## src/rtl/gpio_led_status.sv

```systemverilog
// Power-on LED status sequencer: walks a 4-LED thermometer bar-graph, one step
// per STEP_CYCLES clocks, then lights led_done (optionally as a heartbeat).
module gpio_led_status #(
  parameter int STEP_CYCLES  = 20,
  parameter int HEARTBEAT_EN = 0,
  parameter int HB_CYCLES    = 50
) (
  input  logic clk,
  input  logic rst,
  output logic led1,
  output logic led2,
  output logic led3,
  output logic led4,
  output logic led_done
);

  localparam int SW = $clog2((STEP_CYCLES < 2) ? 2 : STEP_CYCLES);
  localparam int HW = $clog2((HB_CYCLES < 2) ? 2 : HB_CYCLES);
  localparam logic [SW-1:0] STEP_LAST = SW'(STEP_CYCLES - 1);
  localparam logic [HW-1:0] HB_LAST   = HW'(HB_CYCLES - 1);

  typedef enum logic [2:0] {IDLE, S1, S2, S3, S4, DONE} state_t;

  state_t        state;
  logic [SW-1:0] step_cnt;
  logic [HW-1:0] hb_cnt;

  // Outputs are set on the same edge as the state transition, so each LED
  // is a registered copy of "state has reached this step".
  always_ff @(posedge clk or negedge rst) begin
    if (!rst) begin
      state    <= IDLE;
      step_cnt <= '0;
      hb_cnt   <= '0;
      led1     <= 1'b0;
      led2     <= 1'b0;
      led3     <= 1'b0;
      led4     <= 1'b0;
      led_done <= 1'b0;
    end else begin
      case (state)
        IDLE: begin
          state    <= S1;
          step_cnt <= '0;
          led1     <= 1'b1;
        end
        S1, S2, S3, S4: begin
          if (step_cnt == STEP_LAST) begin
            step_cnt <= '0;
            case (state)
              S1:      begin state <= S2; led2 <= 1'b1; end
              S2:      begin state <= S3; led3 <= 1'b1; end
              S3:      begin state <= S4; led4 <= 1'b1; end
              default: begin state <= DONE; led_done <= 1'b1; hb_cnt <= '0; end
            endcase
          end else begin
            step_cnt <= step_cnt + 1'b1;
          end
        end
        DONE: begin
          if (HEARTBEAT_EN != 0) begin
            if (hb_cnt == HB_LAST) begin
              hb_cnt   <= '0;
              led_done <= ~led_done;
            end else begin
              hb_cnt <= hb_cnt + 1'b1;
            end
          end
        end
        default: begin
          state    <= IDLE;
          step_cnt <= '0;
          hb_cnt   <= '0;
          led1     <= 1'b0;
          led2     <= 1'b0;
          led3     <= 1'b0;
          led4     <= 1'b0;
          led_done <= 1'b0;
        end
      endcase
    end
  end

endmodule

```

## config.mk

```make
export PLATFORM = sky130hd
export DESIGN_NAME = gpio_led_status
export DESIGN_NICKNAME = d
export VERILOG_FILES = /design/src/rtl/gpio_led_status.sv
export SDC_FILE = /design/constraint.sdc
export NUM_CORES = 1
export LEC_CHECK = 0
export ABC_AREA = 1
export BUFFER_PORTS_ARGS = -buffer_cell sky130_fd_sc_hd__buf_2
export CORE_AREA = 5 5 43 45
export CTS_BUF_LIST = sky130_fd_sc_hd__clkbuf_4
export CTS_CLUSTER_DIAMETER = 120
export DETAILED_ROUTE_END_ITERATION = 8
export DIE_AREA = 0 0 48 50
export HOLD_SLACK_MARGIN = 0.06
export PLACE_DENSITY = 0.66
export SLEW_MARGIN = 10
export SYNTH_ARGS = -nofsm -noshare
export SYNTH_HDL_FRONTEND = slang
export SYNTH_SLANG_ARGS = --single-unit
```

## constraint.sdc

```tcl
create_clock -name clk -period 1.3 [get_ports clk]
set_input_delay 0.26 -clock clk [delete_from_list [all_inputs] [get_ports clk]]
set_output_delay 0.26 -clock clk [all_outputs]
set_load 0.01 [all_outputs]
```

==> flow_summary.toml <==
[outcome]
status = "complete, no violations"

[route]
drt_first_pass_iters = 4
ant_nets = 0
vias = 503
routed_wl_um = 1130
routedWlPerCell_um = 11.4
drt-initial-drc-count = 9
drt-vias-per-instance = 5.08
drc = 0

[yosys]
synth_nets = 75
yosysTopAreaCell = "dfrtp_1"
synth_cell_types = 19
synth_common_cells = "nand2_1 (14), dfrtp_1 (13), nand3_1 (9)"
yosys_warnings = 0
synth_most_common_cell = "nand2_1"
synthFlopType = "dfrtp_1"
netlist.area_leader.share = 0.495
syn_area_um2 = 657
synth_cells = 72
ys_async_sr_fraction = 1.00
synth_area_leaders = "dfrtp_1 (50%), nand2_1 (8.0%), nand3_1 (6.9%)"
synth_edf_count = 0
ys_seq_area_frac = 0.495
postSynthAreaPerCell_um2 = 9.12
ys_seq_elements = 13

[critical_path]
ff2ff_path_depth = 5
cp-start-kind = "register"
cp.arrival_ns = 1.33
r2r_start = "state[1]$_DFFE_PN0P_"
setup.worst_path.end_class = "register"
critPathLaunch = "state[1]$_DFFE_PN0P_"
crit_end = "step_cnt[3]$_DFFE_PN0P_"
critPathRequiredTime_ns = 1.47
path_max_fanout = 7
rrSetupSlack_ns = 0.14
crit_type = "reg -> reg"
reg2reg_to = "step_cnt[3]$_DFFE_PN0P_"

[grt]
grt_util_all_layers = 0.117
grt_pass1_wl_um = 2040
antenna_found_initial = 0
grt_pass1_vias = 476
grt_overflow = 0
grt_max_degree = 14

[place]
gp_congestion = 0.811
port_buffers = 6
dp_hpwl_um = 867

[timing]
setup_tns_ns = 0
timing.fmax_mhz = 864
fin_skew_ns = 0.00277
slew_violations = 0
final_hold_viol_count = 0
hold_ws_ns = 0.395
tightest_slew_ns = 0.304
finalCritPeriodShare = 0.890
relSlewSlack = 0.798
finalSetupViolations = 0
min_period_ns = 1.16
grt_setup_unrepaired = "false"

[clocking]
post-cts-setup-buffer-count = 0
clkTransAtPathRegs_ns = 0.08
clk_path_buf_depth = 2
clk_latency_ns = 0.27
cts_tree = "built"
cts_made_buffers = 3
cts_root_buf = "clkbuf_4"
cts_num_sinks = 13
htree_levels = 1

[power_and_ir_drop]
powerDensity_nw_per_um2 = 914
ir_worst_vdd_mv = 0.504
power_leakage_nw = 0.364

[final_layout]
nets = 87
drive_gt1_frac = 0.301
fillers = 141
syn2layout_area_growth_pct = 14.7
diodes = 0

[job]
cap_violations = 0

[hold_path]
min_path_type = "in -> async"

[floorplan]
num_rows = 14
pin_count = 7
die_h_um = 50
initial_core_util = 0.457
coreArea_um2 = 1440
die_area_um2 = 2400
die_w_um = 48
==> cells in the final DEF (no fill, tap or decap), types with 2 or more instances in the layout <==
cell type,n
inv_2,4
clkbuf_4,4
o21ai_0,3
dfrtp_1,12
inv_1,5
buf_2,6
xor2_1,3
nand2_1,14
nand2_2,2
nor2_1,7
nand2_4,2
nand3_1,8
o21ai_2,2
==> final cells by class <==
| cell class | instances | area (um2) | area share |
|---|---|---|---|
| flip-flops and latches | 13 | 327 | 0.434 |
| multi-input cells | 49 | 295 | 0.392 |
| repair buffers | 8 | 47.5 | 0.0631 |
| inverters | 9 | 33.8 | 0.0449 |
| clock buffers | 4 | 30.0 | 0.0399 |
| well taps | 16 | 20.0 | 0.0266 |
==> logic make-up (layout without fill, tap and decap cells) <==
kind of cell             Yosys count  in the layout  synth area share
AO/OA/AOI/OAI                      8              8            0.0819
XOR/XNOR                           3              3            0.0400
adder cells (fa/ha/maj)            1              1            0.0190
buffers and inverters             10             21            0.0629
flip-flops                        13             13             0.495
multiplexers                       1              1            0.0152
AND/OR/NAND/NOR                   36             36             0.286
==> registers in the layout (all words and copies together), names as in the netlist <==
register / count
led1: 1
led2: 1
led3: 1
led4: 1
led_done: 1
state: 3
step_cnt: 5
==> report_power, final <==
| part | leakage (nW) | internal, W | total [W] | switching [W] |
|---|---|---|---|---|
| registers | 0.151 | 0.000404 | 0.000404 | 0 |
| logic | 0.195 | 0.00000305 | 0.0000111 | 0.00000809 |
| clock network | 0.0184 | 0.000140 | 0.000274 | 0.000134 |
==> what timing repair did <==
| item | 4_1_cts | 5_1_grt |
|---|---|---|
| setup endpoints to repair | 0 | 7 |
| hold endpoints to repair | 13 | 0 |
| hold buffers | 1 | 0 |
| gates resized for setup | 0 | 3 |
==> how the worst min path moves through the flow <==
stage                                          to  cells after the start  slack (ns)
after floorplan                  led1$_DFFE_PN0N_                      0       -0.04
after global placement    step_cnt[3]$_DFFE_PN0P_                      1        0.16
after detailed placement  step_cnt[3]$_DFFE_PN0P_                      1        0.17
after CTS                 step_cnt[4]$_DFFE_PN0P_                      2        0.40
after global routing      step_cnt[1]$_DFFE_PN0P_                      2        0.41
final                     step_cnt[4]$_DFFE_PN0P_                      2        0.40
==> per-layer routing <==
layer | vias up | global-route usage | share of wire
met3 | 2 | 0.0327 | 0.045
li1 | 256 | - | -
met1 | 235 | 0.173 | 0.47
met4 | 0 | 0.0404 | 0.0035
met2 | 10 | 0.159 | 0.48
met5 | - | 0 | 0
==> worst max-delay path: stages (launching register included) <==
cell and delay (ns):
dfrtp_1 0.47, inv_1 0.14, nand3_4 0.12, nand2_1 0.11
xor2_1 0.16, nor2_1 0.05
==> through the flow <==
stage | setup WS, ns | instance area, um2 | total power (W) | std cells | util
2_1_floorplan | 0.151 | 657 | 0.000412 | 72 | -
6_report | 0.142 | 753 | 0.000689 | 99 | 0.524
3_3_place_gp | 0.0790 | 707 | 0.000421 | 94 | 0.492
3_5_place_dp | 0.0483 | 707 | 0.000422 | 94 | 0.492
5_1_grt | 0.00795 | 753 | 0.000728 | 99 | 0.524
4_1_cts | 0.0338 | 747 | 0.000698 | 99 | 0.520
Note: power is estimated with default switching activity, not from simulation.
